<file path="src/rtl/scaler_frame_ctrl.sv">
// Per-frame sequencer for scaler_core: validates a frame config, derives mode and H/V scale factors
// with one shared restoring divider, starts the core and reports status. Optional: SCALER_FRAME_CTRL_PIXCNT_CHECK_EN.
module scaler_frame_ctrl #(
    parameter int IMG_H_MAX        = 3840,
    parameter int IMG_V_MAX        = 2160,
    parameter int IMG_H_BITWIDTH   = $clog2(IMG_H_MAX),
    parameter int IMG_V_BITWIDTH   = $clog2(IMG_V_MAX),
    parameter int SF_BITWIDTH      = 24,
    parameter int SF_FRAC_BITWIDTH = 20,
    parameter int DIV_W            = ((IMG_H_BITWIDTH > IMG_V_BITWIDTH) ? IMG_H_BITWIDTH : IMG_V_BITWIDTH)
                                     + SF_FRAC_BITWIDTH
) (
    input  logic                      core_clk,
    input  logic                      core_rst,
    input  logic                      cfg_valid,
    output logic                      cfg_ready,
    input  logic [IMG_H_BITWIDTH-1:0] cfg_src_h,
    input  logic [IMG_V_BITWIDTH-1:0] cfg_src_v,
    input  logic [IMG_H_BITWIDTH-1:0] cfg_des_h,
    input  logic [IMG_V_BITWIDTH-1:0] cfg_des_v,
    input  logic                      ctrl_abort,
    output logic [IMG_H_BITWIDTH-1:0] core_arg_img_src_h,
    output logic [IMG_V_BITWIDTH-1:0] core_arg_img_src_v,
    output logic [IMG_H_BITWIDTH-1:0] core_arg_img_des_h,
    output logic [IMG_V_BITWIDTH-1:0] core_arg_img_des_v,
    output logic                      core_arg_mode,
    output logic [SF_BITWIDTH-1:0]    core_arg_hsf,
    output logic [SF_BITWIDTH-1:0]    core_arg_vsf,
    output logic                      core_start,
    input  logic                      m_axis_core_valid,
    input  logic                      m_axis_core_done,
    output logic                      ctrl_busy,
    output logic                      frame_done,
    output logic [1:0]                frame_status
);
    // cfg_valid/cfg_ready: a config is taken in the cycle both are high; cfg_ready is high only in IDLE,
    // and cfg_valid may be held or dropped freely while cfg_ready is low.
    localparam int DIM_W = DIV_W - SF_FRAC_BITWIDTH;
    localparam int CNT_W = $clog2(DIV_W);
    localparam logic [CNT_W-1:0]          CNT_LAST = CNT_W'(DIV_W - 1);
    localparam logic [IMG_H_BITWIDTH:0]   H_MAX_L  = (IMG_H_BITWIDTH + 1)'(IMG_H_MAX);
    localparam logic [IMG_V_BITWIDTH:0]   V_MAX_L  = (IMG_V_BITWIDTH + 1)'(IMG_V_MAX);

    localparam logic [1:0] ST_OK    = 2'd0;
    localparam logic [1:0] ST_BAD   = 2'd1;
    localparam logic [1:0] ST_ABORT = 2'd2;

    typedef enum logic [2:0] {
        S_IDLE, S_CHECK, S_DIV_H, S_DIV_V, S_START, S_RUN, S_DONE
    } state_t;

    state_t                    state_q, state_d;
    logic [IMG_H_BITWIDTH-1:0] src_h_q, src_h_d, des_h_q, des_h_d;
    logic [IMG_V_BITWIDTH-1:0] src_v_q, src_v_d, des_v_q, des_v_d;
    logic                      mode_q, mode_d;
    logic [SF_BITWIDTH-1:0]    hsf_q, hsf_d, vsf_q, vsf_d;
    logic [1:0]                status_q, status_d;
    logic [CNT_W-1:0]          cnt_q, cnt_d;
    logic [DIM_W-1:0]          rem_q, rem_d;
    logic [DIV_W-1:0]          dvd_q, dvd_d;
    logic [DIV_W-2:0]          quo_q, quo_d;

    logic [DIM_W-1:0]          src_h_ext, src_v_ext, des_h_ext, des_v_ext, div_den;
    logic [DIM_W:0]            trial, rem_nxt;
    logic                      q_bit;
    logic [DIV_W-1:0]          quo_full;
    logic [SF_BITWIDTH-1:0]    sf_sat;
    logic                      div_unused;
    logic                      cfg_err, dim_zero, dim_big, up_any, down_any, mixed;
    logic [1:0]                run_status;

    assign src_h_ext = DIM_W'(src_h_q);
    assign src_v_ext = DIM_W'(src_v_q);
    assign des_h_ext = DIM_W'(des_h_q);
    assign des_v_ext = DIM_W'(des_v_q);

    // One restoring step per cycle; the remainder always stays below the divisor so it fits DIM_W bits.
    assign div_den    = (state_q == S_DIV_V) ? des_v_ext : des_h_ext;
    assign trial      = {rem_q, dvd_q[DIV_W-1]};
    assign q_bit      = (trial >= {1'b0, div_den});
    assign rem_nxt    = q_bit ? (trial - {1'b0, div_den}) : trial;
    assign div_unused = rem_nxt[DIM_W];
    assign quo_full   = {quo_q, q_bit};
    assign sf_sat     = (|quo_full[DIV_W-1:SF_BITWIDTH]) ? {SF_BITWIDTH{1'b1}} : quo_full[SF_BITWIDTH-1:0];

    assign dim_zero = (src_h_q == '0) || (src_v_q == '0) || (des_h_q == '0) || (des_v_q == '0);
    assign dim_big  = ({1'b0, src_h_q} > H_MAX_L) || ({1'b0, des_h_q} > H_MAX_L) ||
                      ({1'b0, src_v_q} > V_MAX_L) || ({1'b0, des_v_q} > V_MAX_L);
    assign up_any   = (des_h_q > src_h_q) || (des_v_q > src_v_q);
    assign down_any = (des_h_q < src_h_q) || (des_v_q < src_v_q);
    assign mixed    = up_any && down_any;
    assign cfg_err  = dim_zero || dim_big || mixed;

`ifdef SCALER_FRAME_CTRL_PIXCNT_CHECK_EN
    localparam int PIX_W = 24;
    logic [PIX_W-1:0] pix_cnt_q, pix_cnt_d, pix_tgt_q, pix_tgt_d, pix_cnt_now;

    // A strobe coincident with done is counted before the compare.
    assign pix_cnt_now = pix_cnt_q + (m_axis_core_valid ? PIX_W'(1) : PIX_W'(0));
    assign run_status  = (pix_cnt_now == pix_tgt_q) ? ST_OK : 2'd3;

    always_comb begin
        pix_cnt_d = pix_cnt_q;
        pix_tgt_d = pix_tgt_q;
        if (state_q == S_DIV_V) begin
            pix_tgt_d = PIX_W'(des_h_q) * PIX_W'(des_v_q);
        end
        if (state_q == S_START) begin
            pix_cnt_d = '0;
        end else if (state_q == S_RUN && m_axis_core_valid) begin
            pix_cnt_d = pix_cnt_q + PIX_W'(1);
        end
    end

    always_ff @(posedge core_clk) begin
        if (core_rst) begin
            pix_cnt_q <= '0;
            pix_tgt_q <= '0;
        end else begin
            pix_cnt_q <= pix_cnt_d;
            pix_tgt_q <= pix_tgt_d;
        end
    end
`else
    logic pix_unused;
    assign pix_unused = m_axis_core_valid;
    assign run_status = ST_OK;
`endif

    always_comb begin
        state_d    = state_q;
        src_h_d    = src_h_q;
        src_v_d    = src_v_q;
        des_h_d    = des_h_q;
        des_v_d    = des_v_q;
        mode_d     = mode_q;
        hsf_d      = hsf_q;
        vsf_d      = vsf_q;
        status_d   = status_q;
        cnt_d      = cnt_q;
        rem_d      = rem_q;
        dvd_d      = dvd_q;
        quo_d      = quo_q;
        core_start = 1'b0;

        case (state_q)
            S_IDLE: begin
                if (cfg_valid) begin
                    src_h_d  = cfg_src_h;
                    src_v_d  = cfg_src_v;
                    des_h_d  = cfg_des_h;
                    des_v_d  = cfg_des_v;
                    mode_d   = (cfg_des_h > cfg_src_h) || (cfg_des_v > cfg_src_v);
                    status_d = ST_OK;
                    state_d  = S_CHECK;
                end
            end
            S_CHECK: begin
                if (ctrl_abort) begin
                    status_d = ST_ABORT;
                    state_d  = S_DONE;
                end else if (cfg_err) begin
                    status_d = ST_BAD;
                    state_d  = S_DONE;
                end else begin
                    cnt_d   = '0;
                    rem_d   = '0;
                    quo_d   = '0;
                    dvd_d   = {src_h_ext, {SF_FRAC_BITWIDTH{1'b0}}};
                    state_d = S_DIV_H;
                end
            end
            S_DIV_H, S_DIV_V: begin
                if (ctrl_abort) begin
                    status_d = ST_ABORT;
                    state_d  = S_DONE;
                end else begin
                    rem_d = rem_nxt[DIM_W-1:0];
                    quo_d = quo_full[DIV_W-2:0];
                    dvd_d = {dvd_q[DIV_W-2:0], 1'b0};
                    cnt_d = cnt_q + CNT_W'(1);
                    if (cnt_q == CNT_LAST) begin
                        cnt_d = '0;
                        rem_d = '0;
                        quo_d = '0;
                        if (state_q == S_DIV_H) begin
                            hsf_d   = sf_sat;
                            dvd_d   = {src_v_ext, {SF_FRAC_BITWIDTH{1'b0}}};
                            state_d = S_DIV_V;
                        end else begin
                            vsf_d   = sf_sat;
                            state_d = S_START;
                        end
                    end
                end
            end
            S_START: begin
                if (ctrl_abort) begin
                    status_d = ST_ABORT;
                    state_d  = S_DONE;
                end else begin
                    core_start = 1'b1;
                    state_d    = S_RUN;
                end
            end
            S_RUN: begin
                if (ctrl_abort) begin
                    status_d = ST_ABORT;
                    state_d  = S_DONE;
                end else if (m_axis_core_done) begin
                    status_d = run_status;
                    state_d  = S_DONE;
                end
            end
            S_DONE: begin
                state_d = S_IDLE;
            end
            default: begin
                state_d = S_IDLE;
            end
        endcase
    end

    always_ff @(posedge core_clk) begin
        if (core_rst) begin
            state_q  <= S_IDLE;
            src_h_q  <= '0;
            src_v_q  <= '0;
            des_h_q  <= '0;
            des_v_q  <= '0;
            mode_q   <= 1'b0;
            hsf_q    <= '0;
            vsf_q    <= '0;
            status_q <= ST_OK;
            cnt_q    <= '0;
            rem_q    <= '0;
            dvd_q    <= '0;
            quo_q    <= '0;
        end else begin
            state_q  <= state_d;
            src_h_q  <= src_h_d;
            src_v_q  <= src_v_d;
            des_h_q  <= des_h_d;
            des_v_q  <= des_v_d;
            mode_q   <= mode_d;
            hsf_q    <= hsf_d;
            vsf_q    <= vsf_d;
            status_q <= status_d;
            cnt_q    <= cnt_d;
            rem_q    <= rem_d;
            dvd_q    <= dvd_d;
            quo_q    <= quo_d;
        end
    end

    assign cfg_ready          = (state_q == S_IDLE);
    assign ctrl_busy          = (state_q != S_IDLE);
    assign frame_done         = (state_q == S_DONE);
    assign frame_status       = status_q;
    assign core_arg_img_src_h = src_h_q;
    assign core_arg_img_src_v = src_v_q;
    assign core_arg_img_des_h = des_h_q;
    assign core_arg_img_des_v = des_v_q;
    assign core_arg_mode      = mode_q;
    assign core_arg_hsf       = hsf_q;
    assign core_arg_vsf       = vsf_q;
endmodule

</file>
<file path="config.mk">
export PLATFORM = sky130hd
export DESIGN_NAME = scaler_frame_ctrl
export DESIGN_NICKNAME = d
export VERILOG_FILES = /design/src/rtl/scaler_frame_ctrl.sv
export SDC_FILE = /design/constraint.sdc
export NUM_CORES = 1
export LEC_CHECK = 0
export BUFFER_PORTS_ARGS = -buffer_cell sky130_fd_sc_hd__clkbuf_2
export CAP_MARGIN = 25
export CORE_MARGIN = 3
export CORE_UTILIZATION = 50
export CTS_CLUSTER_SIZE = 20
export DETAILED_ROUTE_END_ITERATION = 10
export PLACE_DENSITY_LB_ADDON = 0.15
export SLEW_MARGIN = 10
export SYNTH_ARGS = -nofsm -noshare
export SYNTH_HDL_FRONTEND = slang
export SYNTH_SLANG_ARGS = --single-unit
export TNS_END_PERCENT = 30
</file>
<file path="constraint.sdc">
create_clock -name core_clk -period 5.05 [get_ports core_clk]
set_clock_uncertainty 0.2 [all_clocks]
set_input_delay 0.505 -clock core_clk [delete_from_list [all_inputs] [get_ports core_clk]]
set_output_delay 0.505 -clock core_clk [all_outputs]
set_load 0.05 [all_outputs]
</file>
==> metrics.md, run 1 <==
| Metric | Value |
|---|---|
| CTS sink cnt | `162` |
| Num CTS Buffers | `17` |
| Max Clock Freq | `0.262 GHz` |
| Status | `finished clean` |
| Syn nets | `1089` |
| Combinational share of power | `46.1%` |
| R2R Setup Slk | `1.23 ns` |
| Final Net Count | `1213` |
| Leak | `0.00418 uW` |
| Synth top area share | `39.2%` |
| Initial Utilization | `51.6%` |
| Post-Syn Area | `8280 sq um` |
| CTS tree | `done` |
| CORE AREA | `16100 sq um` |
| Async set-reset flop share out of synthesis | `0%` |
| Slowest stage delay, CP | `0.64 ns` |
| Slew Limit Fails | `0` |
| HP Class | `input port to flop` |
| Filler instances | `1460` |
| Final Cycle Share | `75.7%` |
| Worst Tran Pin Value | `0.876 ns` |
| WL/cell | `16.2 um` |
| Synth warn | `0` |
| Final setup viols | `0` |
| Sequential area share after synthesis | `39.2%` |
| Critical Path Sink Type | `flop` |
| Initial antenna violation count | `0` |
| Clk root buf | `clkbuf_16` |
| P per Cell Area | `559 nW/um^2` |
| Max clock buf depth | `2` |
| Start point of the critical path | `state_q[2]` |
| Seq cells post-synth | `162` |
| Post-synth top cells | `162 x dfxtp_1, 126 x nand2_1, 96 x nor2_1` |
| Post-cts resize count | `0` |
| Number of flops mapped to enable cells by yosys | `0` |
| Placed cell area | `9120 sq um` |
| Vias in the first global route | `6978` |
| Worst flop-to-flop path endpoint | `rem_q[9]` |
| Clk Latency, worst-skew pair | `0.43 ns` |
| Hold-fix buffers, CTS | `0` |
| Startpoint Class | `flop` |
| Top_reg_cell synth | `dfxtp_1` |
| Area contributors post-synth | `dfxtp_1 39%, ha_1 9.4%, nand2_1 5.7%` |
| Detailed Route WL | `21.4 mm` |
| Cell family with most CP delay | `simple AND/OR/NAND/NOR gates` |
| Worst-path clk slew | `0.07 ns` |
| Die Area | `18100 sq um` |
| I/O Buffers | `155` |
| Flop pwr share | `30.9%` |
| GP Congestion | `0.904` |
| Syn Inst Count | `972` |
| Final ANT Viol Nets | `0` |
| CP Buf/Inv Count | `2` |
| CP Cell Sequence | `nand3b_1, buf_4, mux2_2, inv_1, ha_1, nand2b_1, a21oi_1, o21a_1, o311ai_0, nand3_1, or2_2, a32o_1` |
| Largest area contributor in the netlist | `dfxtp_1` |
| Layout Utilization | `60.4%` |
| Crit Path Class | `flop to flop` |
| CP max stage cell | `dfxtp_1` |
| Total number of vias | `7433` |
| Die span in x | `135 um` |
| Layout cells sized above 1 | `19.9%` |
| VDD IR max | `0.000308 V` |
| Tmin final | `3.82 ns` |
| Antenna cells | `0` |
| Drt initial violations | `466` |
| Worst EP required | `5.17 ns` |
| Setup TNS Final | `0 ns` |
| DPL Wire Length | `15.1 mm` |
| Row cnt | `46` |
| First-pass GRT wire length | `34.8 mm` |
| Reg-to-Reg Start | `state_q[2]` |
| Max FO, Critical Path | `17` |
| Syn Area/Cell | `8.52 sq um` |
| Int Pwr | `3020 uW` |
| Vias/cell | `5.61` |
| Io pins | `157` |
| Remaining Overflow, GRT | `0` |
| Overall power | `5430 uW` |
| Fin Hold WS | `0.104 ns` |
| Netlist cell types | `65` |
| Clock power frac | `23.1%` |
| Post-CTS Setup Inserts | `0` |
| Unrepaired setup endpoints after global routing | `no` |
| DR pass1 iterations | `7` |
| Final Hold Vio Count | `0` |
| R2R depth | `12` |
| CP Data Arrival Time | `3.94 ns` |
| Switching Power | `2400 uW` |
| Drt drc | `0` |
| Die Y | `135 um` |
| Most common cell in the netlist | `dfxtp_1` |
| Crit path depth | `12` |
| Cell area after layout | `9710 sq um` |
| Slew HR | `41.5%` |
| Net Sw Frac | `44.3%` |
| Hold Crit Depth | `3` |
| Largest net degree at the start of global routing | `73` |
| Worst setup endpoint | `rem_q[9]` |
| # H-tree levels | `4` |
| Layout area overhead | `17.2%` |
| GRT Util Overall | `23.4%` |
| # Max-Cap Violations | `0` |
## worst register-to-register path, cell delays in order, from the launching register on
cell and delay, ns:
dfxtp_1 0.64, nand3b_1 0.18, buf_4 0.24, mux2_2 0.40
inv_1 0.06, ha_1 0.23, nand2b_1 0.10, a21oi_1 0.11
o21a_1 0.21, o311ai_0 0.31, nand3_1 0.40, or2_2 0.41
a32o_1 0.24
## worst min-delay path by stage
stage,start,to,slack [ns]
4_1_cts,cfg_src_v[4],core_arg_img_src_v[4],0.09
2_1_floorplan,quo_q[30],quo_q[30],0.25
3_3_place_gp,frame_status[1],frame_status[1],0.25
5_1_grt,cfg_src_v[6],core_arg_img_src_v[6],0.11
3_5_place_dp,frame_status[1],frame_status[1],0.26
6_report,cfg_src_v[4],core_arg_img_src_v[4],0.10
## layer usage
layer,vias up,wire (um),global-route usage [%]
met5,-,0,0
met4,0,614,9.22
met3,46,1630,5.18
met2,247,9450,37.2
met1,3410,9730,31.2
li1,3730,-,-
## power groups by stage
stage	Combinational, uW	Sequential [uW]	Clock (uW)
floorplan	1760	1880	0
global placement	2460	1700	0
detailed placement	2490	1700	0
CTS	2510	1670	1270
global route	2780	1690	1330
finish	2500	1670	1250
## flip-flops by register name, summed over array words and instances, names as in the netlist
| signal | count |
|---|---|
| core_arg_mode | 1 |
| state_q | 3 |
| quo_q | 31 |
| core_arg_img_des_v | 12 |
| core_arg_vsf | 24 |
| core_arg_img_src_h | 12 |
| cnt_q | 5 |
| core_arg_hsf | 24 |
| rem_q | 12 |
| dvd_q | 12 |
| core_arg_img_src_v | 12 |
| frame_status | 2 |
| core_arg_img_des_h | 12 |
## cell families (layout without fill, tap and decap cells)
group / Yosys count / after routing / synth area share, %
muxes: 38 / 38 / 4.81
adders and majority gates: 64 / 64 / 9.73
AOI/OAI and AO/OA: 257 / 257 / 21.2
DFF: 162 / 162 / 39.2
buffers and inverters: 118 / 255 / 6.15
xor gates and xnor gates: 7 / 7 / 0.741
and+or+nand+nor: 326 / 326 / 18.2
## metrics by stage
stage               cells  setup WS (ns)
finish               1325           1.23
global route         1325          0.898
global placement     1293           1.33
detailed placement   1293           1.26
CTS                  1325           1.23
floorplan             972           1.60
## layout make-up
| cell class | count | area (sq um) | area share (%) |
|---|---|---|---|
| multi-input cells | 692 | 4540 | 46.8 |
| repair buffers | 165 | 853 | 8.79 |
| clock inverters | 15 | 156 | 1.61 |
| well taps | 216 | 270 | 2.78 |
| inverters | 58 | 218 | 2.24 |
| clock buffers | 17 | 425 | 4.38 |
| flip-flops and latches | 162 | 3240 | 33.4 |
## placed cells by master, fill, tap and decap left out, types with 7 or more instances in the layout
cell type and instances:
inv_1 57, nand2b_1 7, o21ai_0 15, a211oi_1 49
a22oi_1 12, a21oi_1 90, nor4_1 15, clkbuf_16 17
dfxtp_1 162, buf_4 11, a21o_1 10, nand2_1 126
nor3_1 13, nand4_1 15, ha_1 62, nor2_1 96
and3_1 9, nand3_1 7, nor2b_1 18, o2bb2ai_1 8
mux2_2 10, a22o_1 35, clkbuf_2 154, mux2i_1 24
(Power assumes the default switching activity.)
==> run 2, diff against run 1 <==
Clock period 5.05 ns to 3.8 ns, I/O delays scaled along.
==> run 2 against run 1 <==
Against the previous run:
- sequential share of layout area is 1.9 points lower
- count of clock-buffer cells in the layout stayed put
- hold slack worse by 0.082 ns
- combinational power is 40% higher
- maximum frequency is 18% higher
- sequential cell count stayed put
- via count is 3.3% higher
- critical path depth is 1 higher
- sequential power is 30% higher
- register-to-register slack worse by 0.67 ns
- first-iteration DRC count is 12% higher
- critical endpoint is now rem_q[10]
==> metrics.md, run 2 (synthesized netlist as in run 1, its figures left out) <==
| Metric | Value |
|---|---|
| Status | `finished clean` |
| Final setup viols | `0 (unchanged)` |
| CP Cell Sequence | `nand3b_1, buf_4, nand2_1, o21ai_0, ha_1, fa_1, nor2b_1, o21ai_0, a21o_1, a21oi_1, mux2i_1, nand4_1, a32o_1` |
| DPL Wire Length | `15.3 mm (+0.99%)` |
| Layout cells sized above 1 | `19.7% (-0.24 points)` |
| Crit Path Class | `flop to flop` |
| Largest net degree at the start of global routing | `74 (+1.4%)` |
| Die span in x | `135 um (unchanged)` |
| Initial Utilization | `51.6% (unchanged)` |
| Clk Latency, worst-skew pair | `0.43 ns (about the same)` |
| Final Cycle Share | `85.4% (+9.7 points)` |
| Antenna cells | `0 (unchanged)` |
| Remaining Overflow, GRT | `0 (unchanged)` |
| P per Cell Area | `725 nW/um^2 (+30%)` |
| Post-CTS Setup Inserts | `0 (unchanged)` |
| HP Class | `input port to flop` |
| Drt initial violations | `522 (+12%)` |
| # Max-Cap Violations | `0 (unchanged)` |
| Post-cts resize count | `0 (unchanged)` |
| Layout Utilization | `64.0% (+3.6 points)` |
| CP Data Arrival Time | `3.36 ns (-0.58 ns)` |
| Max clock buf depth | `2 (unchanged)` |
| Startpoint Class | `flop` |
| Commonest non-fill, non-tap cell in the layout | `dfxtp_1` |
| Place WS | `0.566 ns (-0.695 ns)` |
| VDD IR max | `0.000400 V (+30%)` |
| Die Y | `135 um (unchanged)` |
| Max FO, Critical Path | `6 (-11)` |
| Layout area overhead | `24.2%` |
| Final Net Count | `1267 (+4.5%)` |
| Max Clock Freq | `0.308 GHz (+18%)` |
| Leak | `0.00443 uW (+6.0%)` |
| Tmin final | `3.24 ns (-0.579 ns)` |
| Drt drc | `0 (unchanged)` |
| WL/cell | `16.3 um (+0.93%)` |
| Setup TNS Final | `0 ns (unchanged)` |
| Worst-path clk slew | `0.07 ns (about the same)` |
| Critical Path Sink Type | `flop` |
| CTS sink cnt | `162 (unchanged)` |
| DR pass1 iterations | `5 (-2)` |
| Commonest non-fill, non-tap cells in the layout | `162 x dfxtp_1, 154 x clkbuf_2, 126 x nand2_1` |
| Vias in the first global route | `7228 (+3.6%)` |
| Unrepaired setup endpoints after global routing | `no` |
| Io pins | `157 (unchanged)` |
| # H-tree levels | `4 (unchanged)` |
| Slowest stage delay, CP | `0.44 ns (-0.20 ns)` |
| Vias/cell | `5.57 (-0.79%)` |
| GP Congestion | `0.894 (-1.1%)` |
| Hold Crit Depth | `3 (unchanged)` |
| Initial antenna violation count | `0 (unchanged)` |
| R2R depth | `13 (+1)` |
| Detailed Route WL | `22.5 mm (+5.0%)` |
| Slew Limit Fails | `0 (unchanged)` |
| Slew HR | `44.3% (+2.8 points)` |
| Final ANT Viol Nets | `0 (unchanged)` |
| Die Area | `18100 sq um (unchanged)` |
| Setup WS post-layout | `0.556 ns (-0.671 ns)` |
| Clk root buf | `clkbuf_16` |
| Largest Register | `quo_q` |
| Final Hold Vio Count | `0 (unchanged)` |
| Worst Tran Pin Value | `0.834 ns (-0.0419 ns)` |
| CORE AREA | `16100 sq um (unchanged)` |
| Most frequent cell on the critical path | `o21ai_0` |
| CP max stage cell | `fa_1` |
| I/O Buffers | `155 (unchanged)` |
| Max reg flops | `31 (unchanged)` |
| Worst EP required | `3.92 ns (-1.25 ns)` |
| GRT Util Overall | `25.1% (+1.6 points)` |
| First-pass GRT wire length | `36.9 mm (+5.9%)` |
| Num CTS Buffers | `17 (unchanged)` |
| CTS tree | `done` |
| Total number of vias | `7675 (+3.3%)` |
| Row cnt | `46 (unchanged)` |
-- run 2: cell count changes in the layout (fill, tap and decap cells not counted), sizes merged --
cell | previous run | this run
bufinv | 0 | 1
clkinv | 6 | 9
inv | 66 | 62
dlygate4sd3 | 0 | 46
buf | 11 | 19
-- run 2: layer usage --
layer / vias to the layer above / global-route usage, % / wire [um]
li1: 3827 / - / -
met1: 3527 / 33.9 / 10200
met2: 269 / 39.5 / 10200
met3: 52 / 5.37 / 1540
met4: 0 / 9.50 / 553
met5: - / 0 / 0
-- run 2: worst max-delay path, delay by kind of cell (launching register included) --
kind	cells	cell delay, ns
compound gates	5	0.94
fa+ha+maj	2	0.66
simple gates	4	0.56
flops	1	0.31
buf+inv	1	0.24
mux	1	0.22
-- run 2: area by class of cell --
type,count,area (sq um)
Clock inverter,15,214
Timing Repair Buffer,219,1370
Sequential cell,162,3240
Clock buffer,17,425
Tap cell,216,270
Inverter,58,218
Multi-Input combinational cell,692,4540
Fill cell,1345,5770
-- run 2: worst paths after layout --
path                   startpoint                    end  slack [ns]
setup / recovery       state_q[2]              rem_q[10]        0.56
hold / removal       cfg_des_v[4]  core_arg_img_des_v[4]        0.02
setup reg to reg       state_q[2]              rem_q[10]        0.56
hold reg to reg   frame_status[1]        frame_status[1]        0.27
-- run 2: timing repair --
item	CTS	global route
hold buffers	46	0
setup endpoints to repair	0	0
hold endpoints to repair	46	0
-- run 2: power by group --
group	internal, uW	switching, uW	leakage (uW)
sequential	1880	288	0.00131
combinational	1350	2140	0.00282
clock	961	836	0.000305
-- run 2: through the flow --
stage / hold slack [ns] / area (sq um) / power (uW) / std cells
after global placement: 0.255 / 9180 / 5600 / 1301
final: 0.0223 / 10300 / 7460 / 1379
after CTS: 0.0112 / 10300 / 7480 / 1379
after detailed placement: 0.258 / 9180 / 5640 / 1301
after global routing: 0.0319 / 10300 / 7950 / 1379
after floorplan: 0.251 / 8280 / 4830 / 972
